### config.mk
export PLATFORM = sky130hd
export DESIGN_NAME = rr_arb16_ctrl
export DESIGN_NICKNAME = d
export VERILOG_FILES = /design/src/rtl/arb_pkg.sv /design/src/rtl/dec4to16.sv /design/src/rtl/rr_arb16_ctrl.sv
export SDC_FILE = /design/constraint.sdc
export NUM_CORES = 1
export LEC_CHECK = 0
export CAP_MARGIN = 20
export CORE_ASPECT_RATIO = 0.9
export CORE_UTILIZATION = 40
export DETAILED_ROUTE_END_ITERATION = 6
export GPL_TIMING_DRIVEN = 0
export HOLD_SLACK_MARGIN = 0.1
export PLACE_DENSITY = 0.75
export SLEW_MARGIN = 20
export SYNTH_ARGS = -nofsm -noshare
export SYNTH_HDL_FRONTEND = slang
export SYNTH_SLANG_ARGS = --single-unit
### constraint.sdc
create_clock -name clk -period 7 [get_ports clk]
set_clock_uncertainty 0.15 [all_clocks]
set_input_delay 2.1 -clock clk [delete_from_list [all_inputs] [get_ports clk]]
set_output_delay 2.1 -clock clk [all_outputs]
set_load 0.02 [all_outputs]
### src/rtl/arb_pkg.sv
// rtl/arb_pkg.sv - shared constants and FSM encodings for the 16-way round-robin arbiter
package arb_pkg;

  localparam int N_REQ = 16;
  localparam int IDX_W = 4;

  typedef enum logic {
    ST_IDLE  = 1'b0,
    ST_GRANT = 1'b1
  } arb_state_t;

endpackage

### src/rtl/dec4to16.sv
// rtl/dec4to16.sv - 4-to-16 one-hot decoder
module dec4to16 (
  input  logic [3:0]  W,
  output logic [15:0] Y
);

  // Exactly one output bit set for every input code
  always_comb begin
    Y    = '0;
    Y[W] = 1'b1;
  end

endmodule

### src/rtl/rr_arb16_ctrl.sv
// rtl/rr_arb16_ctrl.sv - 16-requester round-robin arbiter with bounded grant tenure
module rr_arb16_ctrl
  import arb_pkg::*;
#(
  parameter int HOLD_MAX = 8
) (
  input  logic                 clk,
  input  logic                 rst,
  input  logic [N_REQ-1:0]     req,
  input  logic                 done,
  output logic                 gnt_valid,
  output logic [IDX_W-1:0]     gnt_idx,
  output logic [N_REQ-1:0]     gnt_onehot,
  output logic                 timeout
);

  localparam int HCW = $clog2(HOLD_MAX + 1);
  localparam logic [HCW-1:0] HOLD_LAST = HCW'(HOLD_MAX - 1);

  arb_state_t         state_q, state_d;
  logic [IDX_W-1:0]   ptr_q, ptr_d;
  logic [IDX_W-1:0]   gnt_idx_q, gnt_idx_d;
  logic               gnt_valid_q, gnt_valid_d;
  logic [HCW-1:0]     hold_cnt_q, hold_cnt_d;
  logic               timeout_q, timeout_d;

  logic [2*N_REQ-1:0] req_dbl;
  logic [N_REQ-1:0]   req_rot;
  logic [IDX_W-1:0]   win_off;
  logic [IDX_W-1:0]   win_idx;
  logic               hit_max;
  logic               cur_req;
  logic               rel_cond;
  logic [N_REQ-1:0]   dec_y;

  // Next winner: rotate so ptr sits at bit 0, take the lowest set bit, map back
  always_comb begin
    req_dbl = {req, req} >> ptr_q;
    req_rot = req_dbl[N_REQ-1:0];
    win_off = '0;
    for (int i = N_REQ - 1; i >= 0; i--) begin
      if (req_rot[i]) begin
        win_off = IDX_W'(i);
      end
    end
    win_idx = ptr_q + win_off;
  end

  // Next-state and register updates; release always returns to IDLE for one bubble
  always_comb begin
    state_d     = state_q;
    ptr_d       = ptr_q;
    gnt_idx_d   = gnt_idx_q;
    gnt_valid_d = gnt_valid_q;
    hold_cnt_d  = hold_cnt_q;
    timeout_d   = 1'b0;
    hit_max     = (hold_cnt_q == HOLD_LAST);
    cur_req     = req[gnt_idx_q];
    rel_cond    = done | ~cur_req | hit_max;
    case (state_q)
      ST_IDLE: begin
        if (|req) begin
          gnt_idx_d   = win_idx;
          gnt_valid_d = 1'b1;
          hold_cnt_d  = '0;
          state_d     = ST_GRANT;
        end
      end
      ST_GRANT: begin
        if (rel_cond) begin
          gnt_valid_d = 1'b0;
          ptr_d       = gnt_idx_q + IDX_W'(1);
          state_d     = ST_IDLE;
          // Expiry is flagged only when nothing else would have ended the grant
          timeout_d   = hit_max & ~done & cur_req;
        end else begin
          hold_cnt_d  = hold_cnt_q + HCW'(1);
        end
      end
      default: begin
        state_d     = ST_IDLE;
        gnt_valid_d = 1'b0;
      end
    endcase
  end

  // State register with synchronous reset that drops any grant in progress
  always_ff @(posedge clk) begin
    if (rst) begin
      state_q     <= ST_IDLE;
      ptr_q       <= '0;
      gnt_idx_q   <= '0;
      gnt_valid_q <= 1'b0;
      hold_cnt_q  <= '0;
      timeout_q   <= 1'b0;
    end else begin
      state_q     <= state_d;
      ptr_q       <= ptr_d;
      gnt_idx_q   <= gnt_idx_d;
      gnt_valid_q <= gnt_valid_d;
      hold_cnt_q  <= hold_cnt_d;
      timeout_q   <= timeout_d;
    end
  end

  dec4to16 u_dec (
    .W (gnt_idx_q),
    .Y (dec_y)
  );

  assign gnt_valid  = gnt_valid_q;
  assign gnt_idx    = gnt_idx_q;
  assign gnt_onehot = dec_y & {N_REQ{gnt_valid_q}};
  assign timeout    = timeout_q;

endmodule

==> results_dict.tcl, run 1 <==
set metrics [dict create \
    synth_cell_types 58 \
    first_global_vias 2002 \
    path_cells "clkdlybuf4s50_1, mux4_1, mux2_2, a211oi_1, a21oi_1, o31ai_1, a21oi_1, o32ai_1, ha_1, inv_1, fa_1, xnor2_1, mux2i_1, nor2_1" \
    grt_overflow_total 0 \
    max_stage_delay_ns 0.62 \
    rsz0062_at_grt "false" \
    period_minus_slack_ns 5.74 \
    synth_top_family_by_area "multiplexers" \
    fin_crit_sh 0.820 \
    synth_largest_area_cell "dfxtp_1" \
    synth_edf_count 0 \
    cts_resized 0 \
    synthMuxAreaShare 0.330 \
    startpoint_type "primary input" \
    syn_to_final_growth_pct 23.8 \
    synth_top_cell_area_share 0.135 \
    nets 325 \
    synth_area_leaders "dfxtp_1, mux4_1, mux2i_1" \
    drive_above_1_share 0.101 \
    drc_errors 0 \
    crit_type "primary input to flip-flop" \
    post_cts_buffers 0 \
    start_util 0.418 \
    ys_top_cells_by_count "nor2_1, mux2i_1, and2_1, nand2_1, a21oi_1" \
    setup_tns_ns 0 \
    finalMaxSlewViolations 0 \
    clockBufferDepth 2 \
    grt_use_met1 0.291 \
    io_buffer_count 40 \
    setup_violations 0 \
    yosys.area_share.xor_xnor 0.0157 \
    gr-usage-met2 0.331 \
    slowest_stage "mux4_1" \
    synth.most_common_cell "nor2_1" \
    grt_pass1_wl_um 9810 \
    busiest_layer "met2" \
    max_freq_mhz 174 \
    fillers 503 \
    hp-class "flip-flop to flip-flop" \
    yosysSeqAreaShare 0.135 \
    status "completed" \
    dp_hpwl_um 4650 \
    io_pins 41 \
    cts_hold_buf 0 \
    cts_buffers 3 \
    synthAdderAreaFrac 0.0540 \
    syn-num-nets 280 \
    cts_tree "done" \
    fp-row-count 25 \
    gp_congestion 0.921 \
    cts.clk_slew.worst_paths_ns 0.06 \
    power_density_nw_per_um2 218 \
    worstPathRequired_ns 6.98 \
    synth-seq-cells 15 \
    core-area_um2 5320 \
    grt_max_degree 11 \
    avgSynthCellArea_um2 8.83 \
    finalHoldViolCount 0 \
    drt_iter0_drc 186 \
    maxSlewHeadroom 0.377 \
    cts_root_buf "clkbuf_8" \
    yosys.area_share.simple 0.229 \
    path_max_fanout 7 \
    dominantRegCellSynth "dfxtp_1" \
    drt-total-wl_um 5930 \
    p_total_w 0.000601 \
    die_h_um 72.8 \
    clkLatencyLatePin_ns 0.25 \
    vias 2183 \
    ys_async_sr_fraction 0 \
    drv_cap 0 \
    leakage_nw 0.988 \
    postSynthCellCount 252 \
    via_per_inst 6.01 \
    cp.arrival_ns 5.71 \
    first_pass_iters 5 \
    numClockSinks 15 \
    worst_pin_slew_ns 0.922 \
    critPathCaptureType "flip-flop" \
    diodes 0 \
    ir_drop_uv 173 \
    fp.dieW_um 80.6 \
    syn_area_um2 2220 \
    antenna_found_initial 0 \
    yosys_warnings 0 \
    use_met3 0.0588 \
    ant_nets 0 \
    crit_path_frequent_cell "a21oi_1" \
    synth_compound_area_frac 0.186 \
    wl_per_cell_um 16.3 \
    track_usage 0.216 \
    dieArea_um2 5860 \
    htree_num_levels 1 \
]
[kinds of logic (layout without fill, tap and decap cells)]
group,Yosys count,in the layout
muxes,46,46
adders and majority gates,9,9
AOI/OAI and AO/OA,60,60
DFF,15,15
buffers and inverters,24,68
and+or+nand+nor,94,94
xor gates and xnor gates,4,4
[flip-flops by register name, summed over array words and instances, names as in the netlist]
name / cells
ptr_q: 4
hold_cnt_q: 4
state_q: 1
gnt_valid: 1
gnt_idx: 4
timeout: 1
[critical path: cells and delay by family]
family	cells	cell delay [ns]
mux	3	1.06
compound gates	5	1.14
simple gates	1	0.05
buf+inv	2	0.59
fa+ha+maj	2	0.62
xor+xnor	1	0.14
[cells in the final DEF, fill, tap and decap left out, types with 6 or more instances in the layout]
cell and count:
mux2i_1 20, a21oi_1 16, and2_1 18, nand2_1 18, ha_1 8, clkdlybuf4s50_1 40
inv_1 9, nor2b_1 6, dfxtp_1 15, nor2_1 25, mux4_2 8, clkbuf_1 9
mux4_1 10, a211oi_1 8, mux2_2 8, o21ai_0 7
[routing by layer]
metal,vias up,part of all wire
li1,1062,-
met3,9,0.094
met1,1009,0.46
met2,103,0.44
met5,-,0
met4,0,0.013
[power breakdown]
part	leakage, nW	internal (W)	total (W)	switching, W
combinational	0.843	0.000189	0.000419	0.000230
clock	0.0228	0.0000404	0.0000710	0.0000306
sequential	0.123	0.0000974	0.000111	0.0000140
[per-stage QoR]
step / cell area, um^2 / hold slack [ns] / setup slack, ns / std cells / util
after floorplan: 2220 / 0.307 / 2.04 / 252 / -
after global placement: 2710 / 0.322 / 1.11 / 359 / 0.509
after detailed placement: 2710 / 0.345 / 1.03 / 359 / 0.509
after CTS: 2750 / 0.349 / 1.32 / 363 / 0.518
after global routing: 2750 / 0.395 / 1.01 / 363 / 0.518
final: 2750 / 0.347 / 1.26 / 363 / 0.518
[worst paths after layout]
kind | from | endpoint | slack (ns) | cells after the start
worst max register to register | ptr_q[3] | gnt_idx[3] | 2.87 | 15
worst min register to register | hold_cnt_q[3] | hold_cnt_q[3] | 0.35 | 2
worst max-delay path | req[14] | gnt_idx[2] | 1.26 | 14
worst min-delay path | hold_cnt_q[3] | hold_cnt_q[3] | 0.35 | 2
[area by class of cell]
type                       instances  area, um^2  area share
inverter                           9        33.8      0.0123
timing repair buffer              40         400       0.145
buffer                            15        78.8      0.0286
clock buffer                       4        45.0      0.0164
multi-input combinational        213        1810       0.658
sequential                        15         300       0.109
tap                               67        83.8      0.0304
Power figures use the tool's default switching activity.
==> run 2: changes to the inputs <==
- PLACE_DENSITY: 0.75 -> 0.77
- clock period: 7 -> 5 ns (I/O delays scaled with it)
==> results_dict.tcl, run 2 (synthesis results as in run 1) <==
set metrics [dict create \
    status "completed" \
    worst_pin_slew_ns 0.889 \
    cts_root_buf "clkbuf_8" \
    via_per_inst 6.12 \
    leakage_nw 1.08 \
    track_usage 0.219 \
    pwr-share-comb 0.707 \
    slowest_stage "mux4_1" \
    fp.dieW_um 80.6 \
    m1WireLength_um 2730 \
    path_cells "clkdlybuf4s50_1, mux4_1, mux2i_1, nand3_1, o21a_2, o221ai_1, o21a_1, ha_1, a21o_1, a21oi_1, xor2_1, nand2_1, a41oi_1, mux2i_1, nand2_1" \
    critPathCaptureType "flip-flop" \
    cp.arrival_ns 4.83 \
    register_area_um2 300 \
    setup_tns_ns 0 \
    hold_ws_ns 0.369 \
    top_layer "met4" \
    grt_max_degree 11 \
    numClockSinks 15 \
    die_h_um 72.8 \
    clkLatencyLatePin_ns 0.25 \
    p_switching_w 0.000398 \
    drc_errors 0 \
    cts_tree "done" \
    layout_commonest_cell "clkdlybuf4s50_1" \
    grt_overflow_total 0 \
    p_int_w 0.000472 \
    maxSlewHeadroom 0.399 \
    ant_nets 0 \
    max_stage_delay_ns 0.59 \
    first_pass_iters 7 \
    dp_hpwl_um 4700 \
    htree_num_levels 1 \
    power_frac_clock 0.115 \
    cts.clk_slew.worst_paths_ns 0.06 \
    drv_cap 0 \
    drt-total-wl_um 6120 \
    first_global_vias 2078 \
    fin_crit_sh 0.958 \
    switching_share 0.458 \
    diodes 0 \
    met3RoutedLength_um 531 \
    io_pins 41 \
    antenna_found_initial 0 \
    clockBufferDepth 2 \
    multi_input_area_um2 1810 \
    gp_congestion 0.939 \
    cts_hold_buf 0 \
    wl_per_cell_um 16.8 \
    cts_buffers 3 \
    setup_violations 0 \
    fp-row-count 25 \
    max_freq_mhz 209 \
    worstPathRequired_ns 5.04 \
    path_max_fanout 6 \
    crit_type "primary input to flip-flop" \
    finalHoldViolCount 0 \
    drt_iter0_drc 183 \
    grt_pass1_wl_um 10200 \
    wl_met2_um 2800 \
    syn_to_final_growth_pct 25.8 \
    hp-class "flip-flop to flip-flop" \
    drive_above_1_share 0.154 \
    power_density_nw_per_um2 311 \
    nets 327 \
    dieArea_um2 5860 \
    period_minus_slack_ns 4.79 \
    core-area_um2 5320 \
    seq_power_share 0.179 \
    vias 2233 \
    rsz0062_at_grt "false" \
    fillers 499 \
    startpoint_type "primary input" \
    finalMaxSlewViolations 0 \
    start_util 0.418 \
    io_buffer_count 40 \
    mostFrequentLayoutCells "clkdlybuf4s50_1, nor2_1, mux2i_1, nand2_1, and2_1" \
    ir_drop_uv 216 \
]
[run 2: changes by cell type in the layout (fill, tap and decap cells not counted), sizes merged]
cell           before  now
buf                 7    9
clkdlybuf4s50      40   28
dlymetal6s2s        0   12
[run 2: repair_timing]
action                                  4_1_cts  5_1_grt
gates resized for setup                       4       22
pin swaps                                     1        4
setup buffers                                 2        0
endpoints found under the setup margin        3        3
[run 2: area by class of cell]
| cell class | instances | area share |
|---|---|---|
| plain buffers | 15 | 0.0282 |
| clock buffers | 4 | 0.0161 |
| inverters | 9 | 0.0121 |
| multi-input cells | 213 | 0.647 |
| flip-flops and latches | 15 | 0.107 |
| well taps | 67 | 0.0300 |
| repair buffers | 42 | 0.159 |
[run 2: stage by stage]
| stage | cells | area, um^2 | setup WS [ns] | power [W] | utilization |
|---|---|---|---|---|---|
| 6_report | 365 | 2800 | 0.210 | 0.000870 | 0.526 |
| 5_1_grt | 365 | 2800 | 0.00293 | 0.000930 | 0.526 |
| 4_1_cts | 365 | 2770 | 0.0317 | 0.000846 | 0.520 |
| 3_5_place_dp | 359 | 2710 | -0.337 | 0.000730 | 0.509 |
| 3_3_place_gp | 359 | 2710 | -0.284 | 0.000725 | 0.509 |
| 2_1_floorplan | 252 | 2220 | 0.640 | 0.000579 | - |
[run 2: power groups by stage]
stage	Sequential (W)	Combinational, W	Clock, W
finish	0.000156	0.000615	0.0000997
CTS	0.000155	0.000592	0.0000983
detailed placement	0.000157	0.000573	0
global route	0.000158	0.000670	0.000102
global placement	0.000157	0.000567	0
floorplan	0.000164	0.000415	0
[run 2: routing by layer]
metal | vias to the layer above | GRT usage
li1 | 1059 | -
met1 | 1069 | 0.302
met2 | 97 | 0.352
met3 | 8 | 0.0463
met4 | 0 | 0.0496
met5 | - | 0
[run 2: critical path: cells and delay by family]
| family | cells | cell delay (ns) |
|---|---|---|
| AOI/OAI and AO/OA | 6 | 1.07 |
| muxes | 3 | 1.05 |
| buffers and inverters | 1 | 0.52 |
| and+or+nand+nor | 3 | 0.28 |
| xor gates and xnor gates | 1 | 0.19 |
| adders and majority gates | 1 | 0.22 |
[run 2: worst paths after layout]
kind	depth (start not counted)	endpoint	start	slack, ns
setup reg to reg	14	gnt_idx[2]	ptr_q[3]	1.05
hold / removal	2	hold_cnt_q[3]	hold_cnt_q[3]	0.37
hold reg to reg	2	hold_cnt_q[3]	hold_cnt_q[3]	0.37
setup / recovery	15	gnt_idx[3]	req[8]	0.21
==> run 3: changes to the inputs <==
--- a/config.mk
+++ b/config.mk
@@ -10,2 +10,3 @@
 export CORE_UTILIZATION = 40
+export CTS_BUF_LIST = sky130_fd_sc_hd__clkbuf_8
 export DETAILED_ROUTE_END_ITERATION = 6
==> constraint.sdc (replaced) <==
create_clock -name clk -period 5 [get_ports clk]
set_clock_uncertainty 0.15 [all_clocks]
set_input_delay 0.5 -clock clk [delete_from_list [all_inputs] [get_ports clk]]
set_output_delay 0.5 -clock clk [all_outputs]
set_load 0.02 [all_outputs]
==> results_dict.tcl, run 3 (synthesis results as in run 1) <==
set metrics [dict create \
    p_switching_w 0.000382 \
    setup_slack_ns 0.788 \
    fp.dieW_um 80.6 \
    vias 2193 \
    power_density_nw_per_um2 304 \
    dp_hpwl_um 4700 \
    cts_root_buf "clkbuf_8" \
    worst_pin_slew_ns 0.898 \
    cpLargestDelayFamily "compound AO/OA/AOI/OAI gates" \
    fin_crit_sh 0.842 \
    period_minus_slack_ns 4.21 \
    gp_congestion 0.939 \
    track_usage 0.219 \
    r2r_start "ptr_q[3]" \
    hold_path_startpoint "hold_cnt_q[3]" \
    drt_iter0_drc 149 \
    rr_endpoint "gnt_idx[3]" \
    numClockSinks 15 \
    busiest_layer "met2" \
    first_pass_iters 5 \
    fin_cells 363 \
    reg2reg_depth 15 \
    crit_path_frequent_cell "nand2_1" \
    place_ws_ns 0.663 \
    p_total_w 0.000837 \
    use_met3 0.0438 \
    grt_overflow_total 0 \
    r2r_slack_ns 0.79 \
    wl_per_cell_um 16.4 \
    drt-total-wl_um 5940 \
    status "completed" \
    leakage_nw 0.992 \
    max_stage_delay_ns 0.73 \
    io_pins 41 \
    worstPathRequired_ns 5.04 \
    nets 325 \
    ant_nets 0 \
    power_frac_clock 0.116 \
    hp-class "flip-flop to flip-flop" \
    slowest_stage "a222oi_1" \
    startpoint_type "flip-flop" \
    dp_cells 359 \
    setup_tns_ns 0 \
    layout_commonest_cell "clkdlybuf4s50_1" \
    max_freq_mhz 237 \
    first_global_vias 2068 \
    setup_violations 0 \
    path_buf_inv 1 \
    maxSlewHeadroom 0.393 \
    clockBufferDepth 2 \
    die_h_um 72.8 \
    via_per_inst 6.04 \
    start_util 0.418 \
    mostFrequentLayoutCells "clkdlybuf4s50_1, nor2_1, mux2i_1, nand2_1, and2_1" \
    drc_errors 0 \
    syn_to_final_growth_pct 23.8 \
    cts_buffers 3 \
    cts_hold_buf 0 \
    antenna_found_initial 0 \
    drive_above_1_share 0.101 \
    core-area_um2 5320 \
    ir_drop_uv 215 \
    io_buffer_count 40 \
    diodes 0 \
    gr-usage-met2 0.348 \
    finalMaxSlewViolations 0 \
    worstHoldEndpoint "hold_cnt_q[3]" \
    grt_max_degree 11 \
    grt_pass1_wl_um 10100 \
    post_cts_buffers 0 \
    cts.clk_slew.worst_paths_ns 0.06 \
    seq_power_share 0.186 \
    crit_type "flip-flop to flip-flop" \
    p_int_w 0.000455 \
    finalHoldViolCount 0 \
    pwr-share-comb 0.698 \
    htree_num_levels 1 \
    final_util 0.518 \
    clkLatencyLatePin_ns 0.25 \
    fp-row-count 25 \
    worstHoldPathCells 2 \
    cp.arrival_ns 4.25 \
    critPathCaptureType "flip-flop" \
    drv_cap 0 \
    path_cells "buf_1, mux4_2, a222oi_1, nand3_1, o21a_2, a211oi_1, o21a_1, ha_1, a21o_1, a21oi_1, xor2_1, nand2_1, a41oi_1, mux2i_1, nand2_1" \
    cts_resized 0 \
    grt_use_met1 0.305 \
    cts_tree "done" \
    switching_share 0.457 \
    dieArea_um2 5860 \
    rsz0062_at_grt "false" \
    path_max_fanout 10 \
]
## run 3: metrics by stage
stage	hold slack (ns)	area, um^2
after floorplan	0.307	2220
after global routing	0.384	2750
after CTS	0.366	2750
after global placement	0.324	2710
after detailed placement	0.354	2710
final	0.364	2750
## run 3: power groups by stage
stage | clock network (W) | logic, W | registers (W)
2_1_floorplan | 0 | 0.000415 | 0.000164
3_3_place_gp | 0 | 0.000567 | 0.000157
3_5_place_dp | 0 | 0.000573 | 0.000157
4_1_cts | 0.0000961 | 0.000578 | 0.000155
5_1_grt | 0.000100 | 0.000641 | 0.000158
6_report | 0.0000970 | 0.000585 | 0.000155
## run 3: how the worst max path moves through the flow
stage	endpoint	startpoint	cells past startpoint	slack, ns
detailed placement	gnt_idx[3]	req[15]	15	0.66
global route	gnt_idx[3]	ptr_q[3]	15	0.53
floorplan	gnt_idx[3]	ptr_q[1]	17	1.51
global placement	gnt_idx[3]	req[15]	15	0.72
finish	gnt_idx[3]	ptr_q[3]	15	0.79
CTS	gnt_idx[3]	ptr_q[3]	15	0.89
## run 3: final cells by class
class / instances / area, um^2
Clock buffer: 3 / 41.3
Clock inverter: 1 / 3.75
Fill cell: 494 / 2560
Timing Repair Buffer: 40 / 400
Inverter: 9 / 33.8
Tap cell: 67 / 83.8
Buffer: 15 / 78.8
Sequential cell: 15 / 300
Multi-Input combinational cell: 213 / 1810
## run 3: worst reg2reg max path, stage by stage (launching register included)
cell      delay [ns]
dfxtp_1         0.44
buf_1           0.46
mux4_2          0.43
a222oi_1        0.73
nand3_1         0.17
o21a_2          0.20
a211oi_1        0.26
o21a_1          0.18
ha_1            0.22
a21o_1          0.18
a21oi_1         0.17
xor2_1          0.19
nand2_1         0.07
a41oi_1         0.16
mux2i_1         0.10
nand2_1         0.06
## run 3: metal layers
metal	wire [um]	vias up
li1	-	1059
met5	0	-
met3	522	8
met1	2650	1028
met2	2690	98
met4	75	0
